===== src/rtl/sumador_pkg.sv =====
// Shared types and constants for the digit-serial adder/subtractor.
package sumador_pkg;

  typedef enum logic {
    ST_IDLE = 1'b0,
    ST_RUN  = 1'b1
  } state_t;

  localparam logic MODE_ADD = 1'b0;
  localparam logic MODE_SUB = 1'b1;

endpackage


===== src/rtl/sumador_digito.sv =====
// Combinational DIGIT-bit ripple adder; also exposes the carry into its top bit.
module sumador_digito #(
  parameter int DIGIT = 1
) (
  input  logic [DIGIT-1:0] a,
  input  logic [DIGIT-1:0] b,
  input  logic             ci,
  output logic [DIGIT-1:0] s,
  output logic             co,
  output logic             c_msb_in
);

  logic c;

  always_comb begin
    c        = ci;
    s        = '0;
    c_msb_in = ci;
    for (int unsigned i = 0; i < DIGIT; i++) begin
      if (i == DIGIT - 1) c_msb_in = c;
      s[i] = a[i] ^ b[i] ^ c;
      c    = (a[i] & b[i]) | (c & (a[i] ^ b[i]));
    end
    co = c;
  end

endmodule


===== src/rtl/sumador_serial_n.sv =====
// Digit-serial adder/subtractor: WIDTH-bit operands processed DIGIT bits per clock.
module sumador_serial_n
  import sumador_pkg::*;
#(
  parameter int WIDTH = 8,
  parameter int DIGIT = 1
) (
  input  logic             clk,
  input  logic             rst_n,
  input  logic             start,
  input  logic             sub,
  input  logic [WIDTH-1:0] A,
  input  logic [WIDTH-1:0] B,
  input  logic             cin,
  output logic             busy,
  output logic             done,
  output logic [WIDTH-1:0] S,
  output logic             Cout,
  output logic             ovf
);

  localparam int N  = WIDTH / DIGIT;
  localparam int CW = (N > 1) ? $clog2(N) : 1;

  state_t           state_q, state_d;
  logic [WIDTH-1:0] a_q, a_d, b_q, b_d, r_q, r_d, s_q, s_d;
  logic             c_q, c_d, cout_q, cout_d, ovf_q, ovf_d, done_q, done_d;
  logic [CW-1:0]    cnt_q, cnt_d;

  logic [DIGIT-1:0] dig_s;
  logic             dig_co, dig_cmsb, last;

  assign last = (cnt_q == CW'(N - 1));

  sumador_digito #(.DIGIT(DIGIT)) u_digito (
    .a        (a_q[DIGIT-1:0]),
    .b        (b_q[DIGIT-1:0]),
    .ci       (c_q),
    .s        (dig_s),
    .co       (dig_co),
    .c_msb_in (dig_cmsb)
  );

  always_comb begin
    state_d = state_q;
    a_d     = a_q;
    b_d     = b_q;
    r_d     = r_q;
    c_d     = c_q;
    cnt_d   = cnt_q;
    s_d     = s_q;
    cout_d  = cout_q;
    ovf_d   = ovf_q;
    done_d  = 1'b0;
    case (state_q)
      ST_IDLE: begin
        if (start) begin
          state_d = ST_RUN;
          a_d     = A;
          // Subtraction runs as A + ~B + ~cin through the same adder.
          b_d     = (sub == MODE_SUB) ? ~B : B;
          c_d     = (sub == MODE_SUB) ? ~cin : cin;
          cnt_d   = '0;
        end
      end
      ST_RUN: begin
        a_d   = a_q >> DIGIT;
        b_d   = b_q >> DIGIT;
        c_d   = dig_co;
        r_d   = (r_q >> DIGIT) | (WIDTH'(dig_s) << (WIDTH - DIGIT));
        cnt_d = cnt_q + CW'(1);
        if (last) begin
          state_d = ST_IDLE;
          cnt_d   = '0;
          s_d     = r_d;
          cout_d  = dig_co;
          ovf_d   = dig_cmsb ^ dig_co;
          done_d  = 1'b1;
        end
      end
      default: state_d = ST_IDLE;
    endcase
  end

  always_ff @(posedge clk or negedge rst_n) begin
    if (!rst_n) begin
      state_q <= ST_IDLE;
      a_q     <= '0;
      b_q     <= '0;
      r_q     <= '0;
      c_q     <= 1'b0;
      cnt_q   <= '0;
      s_q     <= '0;
      cout_q  <= 1'b0;
      ovf_q   <= 1'b0;
      done_q  <= 1'b0;
    end else begin
      state_q <= state_d;
      a_q     <= a_d;
      b_q     <= b_d;
      r_q     <= r_d;
      c_q     <= c_d;
      cnt_q   <= cnt_d;
      s_q     <= s_d;
      cout_q  <= cout_d;
      ovf_q   <= ovf_d;
      done_q  <= done_d;
    end
  end

  assign busy = (state_q == ST_RUN);
  assign done = done_q;
  assign S    = s_q;
  assign Cout = cout_q;
  assign ovf  = ovf_q;

endmodule


===== config.mk =====
export PLATFORM = sky130hd
export DESIGN_NAME = sumador_serial_n
export DESIGN_NICKNAME = d
export VERILOG_FILES = /design/src/rtl/sumador_pkg.sv /design/src/rtl/sumador_digito.sv /design/src/rtl/sumador_serial_n.sv
export SDC_FILE = /design/constraint.sdc
export NUM_CORES = 1
export LEC_CHECK = 0
export CORE_UTILIZATION = 46
export DETAILED_ROUTE_END_ITERATION = 8
export GPL_TIMING_DRIVEN = 0
export PLACE_DENSITY = 0.87
export SETUP_SLACK_MARGIN = 0.15
export SLEW_MARGIN = 30
export SYNTH_ARGS = -nofsm -noshare
export SYNTH_HDL_FRONTEND = slang
export SYNTH_SLANG_ARGS = --single-unit

===== constraint.sdc =====
create_clock -name clk -period 1.5 [get_ports clk]
set_input_delay 0.3 -clock clk [delete_from_list [all_inputs] [get_ports clk]]
set_output_delay 0.3 -clock clk [all_outputs]
set_load 0.005 [all_outputs]

======== Word level (Yosys, flattened, before mapping) ========
Index checks and enable logic that the tools add are counted.
cells by class
  equal/unequal tests ..................... 2
  add/subtract/negate cells ............... 1
  reduce and logical (&&, ||, !) cells .... 1
  multiplexer cells ....................... 16
  bitwise operators ....................... 10
operator list
  operator             count
  $pmux 8 s2           2
  $mux 8               3
  $not 8->8            1
  $or 7x8->8           1
  $mux 1               6
  $mux 3               2
  $pmux 3 s2           1
  $pmux 1 s2           2
  $add 3x1->3 const B  1
  $eq 3x3->1 const B   1
  $xor 1x1->1          3
  $and 1x1->1          2
  $ne 2x2->1 const B   1
  $not 1->1            2
  $reduce_and 2->1     1
  $or 1x1->1           1
storage, ports and cells
  register bits after elaboration ......... 40
  input port bits ......................... 21
  output and inout bits ................... 12
  logic and storage cells ................. 40

======== Longest topological paths before layout ========
  word-level depth ........................ 4
  mapped depth ............................ 5
  mapped depth without buffers ............ 4

======== By module ========
Synthesis repeated with hierarchy kept, for this count alone.
unflattened totals
  cell total of the unflattened synthesis .. 136
  area, all modules ....................... 1,740.4 µm²
by module, submodules not included
  module            times used  seq. area each (µm²)  area each (µm²)  cells an instance
  sumador_serial_n  1           975.9                 1,712.9          134
  sumador_digito    1           0.0                   27.5             2

======== Worst setup path before layout ========
No wires, ideal clock.
  kind .................................... reg-to-reg
  start point ............................. register cnt_q[0]
  end point ............................... register cout_q (netlist: Cout)
  cell stages (with the launch flop) ...... 6
  arrival ................................. 1.309 ns
  path buffers ............................ 1
  data required time ...................... 1.375 ns
  library setup time ...................... 0.125 ns
  slack ................................... 0.067 ns
  clock period less this slack ............ 1.433 ns
  path through ............................ dfrtp_1 > ha_1 > ha_1 > nand2_1 > buf_4 > mux2_2
on the way
  word-level cells in the longest chain between the ends .. 2
RTL lines
  element                            RTL line                 RTL
  start, declared                    sumador_serial_n.sv:28   logic [CW-1:0] cnt_q, cnt_d;
  start signal, assigned             sumador_serial_n.sv:103  cnt_q <= cnt_d;
  $eq 3x3->1                         sumador_serial_n.sv:33   assign last = (cnt_q == CW'(N - 1));
  $reduce_and 2->1 (no source line)  -
  end signal, assigned               sumador_serial_n.sv:105  cout_q <= cout_d;
  end, declared                      sumador_serial_n.sv:27   logic c_q, c_d, cout_q, cout_d, ovf_q, ovf_d, done_q, done_d;
No other way between the ends.
A chain may end at the register's enable or synchronous reset.

======== Worst setup path after layout ========
  start point ............................. register cnt_q[0]
  end point ............................... register s_q[3] (netlist: S[3])
on the way
  word-level cells in the longest chain between the ends .. 2
RTL lines
  element                            RTL line                 RTL
  $eq 3x3->1                         sumador_serial_n.sv:33
  $reduce_and 2->1 (no source line)  -
  end signal, assigned               sumador_serial_n.sv:93   s_q <= '0;
  end signal, assigned               sumador_serial_n.sv:104  s_q <= s_d;
  end, declared                      sumador_serial_n.sv:26   logic [WIDTH-1:0] a_q, a_d, b_q, b_d, r_q, r_d, s_q, s_d;
No other way between the ends.

==> summary.md <==
| Metric | Value |
|---|---|
| Grt total ovfl | `0` |
| Nets | `between 200 and 250` |
| Post-layout util | `~70%` |
| Number of I/O port buffers | `30` |
| Final Skew | `around 0.0052 ns` |
| Chip Height | `roughly 63 µm` |
| CORE AREA | `roughly 3500 µm²` |
| Hold Slack | `0.425 ns` |
| DP Cell Count | `around 210` |
| Final Slew Violations | `0` |
| Share of layout cells above drive strength 1 | `31.2%` |
| Hpwl dp | `2.26 mm` |
| First-pass GRT wire length | `between 6 and 7 mm` |
| Net count after synthesis | `about 160` |
| Clock sinks | `39` |
| Initial antenna violation count | `0` |
| Vias in the first global route | `about 1300` |
| Final worst-path cycle share | `93.2%` |
| Synthesis-to-layout area growth | `40.6%` |
| Sequential power share | `~40%` |
| Net Sw Frac | `28.8%` |
| Die area | `roughly 4000 µm²` |
| Yosys reg bits | `39` |
| Vias post-DR | `about 1200` |
| I/O pin cnt | `33` |
| DRC viols | `0` |
| Tot Pwr | `~4500 µW` |
| All-layer global routing usage | `about a fifth` |
| Met3 Usage GRT | `about 5.4%` |
| Crit path DAT | `around 1.6 ns` |
| N_diodes | `0` |
| Peak Freq | `716 MHz` |
| Grt peak-use layer | `met2` |
| VDD IR max | `about 0.8 mV` |
| Min-Delay Path Class | `in2reg` |
| Slew margin rel. | `73.7%` |
| Startpoint types | `flip-flop` |
| DRT iter0 DRCs | `28` |
| Placer Congestion | `~0.71` |
| Psw | `approximately 1300 µW` |
| Int Pwr | `between 3000 and 4000 µW` |
| Final min period | `1.40 ns` |
| Crit-path slowest cell | `dfrtp_1` |
| CTS root buffer | `clkbuf_8` |
| Final hold viol count | `0` |
| ANT nets after route | `0` |
| Synth warn | `0` |
| Synthesized cell area | `about 1700 µm²` |
| CP peak stage delay | `~0.40 ns` |
| Largest net degree at the start of global routing | `25` |
| Worst-margin pin slew | `slightly below 0.4 ns` |
| Crit path max fanout | `5` |
| Max Root-Sink Buffers | `2` |
| Placement Rows | `21` |
| Seq/Total Area, Yosys | `between 50% and 60%` |
| Post-synthesis cell type count | `25` |
| CP Cell Sequence | `ha_2 > ha_4 > nand2_4 > buf_6 > mux2_4` |
| Share of total power in combinational logic | `around 40%` |
| Die width | `approximately 63 µm` |
| Status | `finished clean` |
| Crit path required time | `around 1.7 ns` |
| Initial core utilization | `about 50%` |
| Final std cells w/o fill | `235` |
| Final setup violation count | `0` |
| Setup_tns | `0 ns` |
| Cells after Synth | `135` |
| Setup CP Type | `reg2reg` |
| Maxcap violations | `0` |
| WL per Instance | `roughly 15 µm` |
| Synth Area per Inst | `about 13 µm²` |
| TritonCTS Buffers | `5` |
| Routing usage on met1 | `23.9%` |
| M2 GR Usage | `between 30% and 40%` |
| TritonCTS clock tree | `yes` |
| Final WL | `~3.4 mm` |
| Pre-antenna DRT Iters | `2` |
| Number of H-tree levels | `2` |
| Commonest cells after routing, fill and taps aside | `dfrtp_1 (39), clkdlybuf4s50_1 (17), buf_4 (14)` |
| Clk_lat worst skew | `about 0.29 ns` |
| RSZ-0062 raised after global routing | `true` |
| Clock-pin transition on the worst setup and hold timing paths | `0.07 ns` |
| Clk pwr share | `around a fifth` |
| Vias per std cell | `roughly 5.2` |
| PwrDens | `between 1500 and 2000 nW/µm²` |
| Most common cell after layout, fill and taps aside | `dfrtp_1` |
| Crit. End Element | `flip-flop` |
| Pleak | `0.00115 µW` |
cells by family after synthesis:
kind of cell,share of synthesized area [%]
DFF,56.3
and+or+nand+nor,8.74
muxes,15.7
AOI/OAI and AO/OA,7.73
xor gates and xnor gates,5.05
buffers and inverters,3.90
adders and majority gates,2.60
Yosys cell counts (all sizes together):
| cell | n | area share, % |
|---|---|---|
| a211oi | 1 | 0.43 |
| a221o | 3 | 1.7 |
| a22o | 2 | 1.0 |
| and2 | 3 | 1.1 |
| buf | 8 | 3.5 |
| clkbuf | 1 | 0.22 |
| dfrtp | 39 | 56 |
| fa | 1 | 1.2 |
| ha | 2 | 1.4 |
| inv | 1 | 0.22 |
| mux2 | 17 | 11 |
| mux2i | 8 | 4.6 |
| nand2 | 14 | 3.0 |
| nand2b | 3 | 1.1 |
| nor2 | 3 | 0.65 |
| nor2b | 1 | 0.36 |
| o211ai | 5 | 2.2 |
| o21ai | 7 | 2.0 |
| o22ai | 1 | 0.36 |
| or3b | 5 | 2.5 |
| xnor2 | 6 | 3.0 |
| xor2 | 4 | 2.0 |
power by group through the flow:
stage | combinational (µW) | sequential [µW] | clock [µW]
2_1_floorplan | 913 | 1760 | 0
5_1_grt | 1980 | 1870 | 961
4_1_cts | 1660 | 1790 | 907
6_report | 1800 | 1800 | 890
3_5_place_dp | 1470 | 1820 | 0
3_3_place_gp | 1390 | 1780 | 0
final timing paths:
path	start	to	slack [ns]	cells after the start
hold reg to reg	a_q[1]	a_q[0]	0.49	2
hold / removal	start	busy	0.43	3
setup / recovery	cnt_q[0]	S[3]	0.10	5
setup reg to reg	cnt_q[0]	S[3]	0.10	5
min in group asynchronous	rst_n	S[6]	0.48	2
max in group asynchronous	rst_n	cnt_q[0]	0.58	3
registers in the layout (all words and copies together) (netlist names):
| register | cells |
|---|---|
| a_q | 8 |
| b_q | 8 |
| cnt_q | 3 |
| c_q | 1 |
| ovf | 1 |
| S | 8 |
| busy | 1 |
| r_q | 7 |
| done | 1 |
| Cout | 1 |
stage by stage:
| stage | area [µm²] | worst slack [ns] |
|---|---|---|
| global placement | 2100 | -0.668 |
| detailed placement | 2130 | 0.0586 |
| floorplan | 1750 | 0.158 |
| CTS | 2370 | 0.0549 |
| global route | 2440 | 0.0624 |
| finish | 2440 | 0.102 |
worst max-delay path, delay by kind of cell (launching register included):
kind,cells,cell delay [ns]
flip-flops,1,0.40
AND/OR/NAND/NOR,1,0.08
buffers and inverters,1,0.14
multiplexers,1,0.29
adder cells (fa/ha/maj),2,0.38
metal layers:
| metal | routed length [µm] | share of wire (%) |
|---|---|---|
| met1 | 1490 | 43 |
| met2 | 1780 | 52 |
| met3 | 149 | 4.3 |
| met4 | 31 | 0.90 |
| met5 | 0 | 0 |
area by class of cell:
class / count / area, µm²
sequential: 39 / 976
clock buffer: 6 / 82.6
timing repair buffer: 46 / 448
clock inverter: 2 / 35.0
multi-input combinational: 86 / 756
fill: 264 / 1030
inverter: 1 / 3.75
tap: 46 / 57.6
buffer: 9 / 78.8
what timing repair did:
item	CTS	global route
buffers inserted	9	3
pin swaps	5	8
cloned	1	1
endpoints found under the setup margin	22	28
endpoints found under the hold margin	15	0
hold buffers	1	0
resized for setup	24	10
Note: power is estimated with default switching activity, not from simulation.
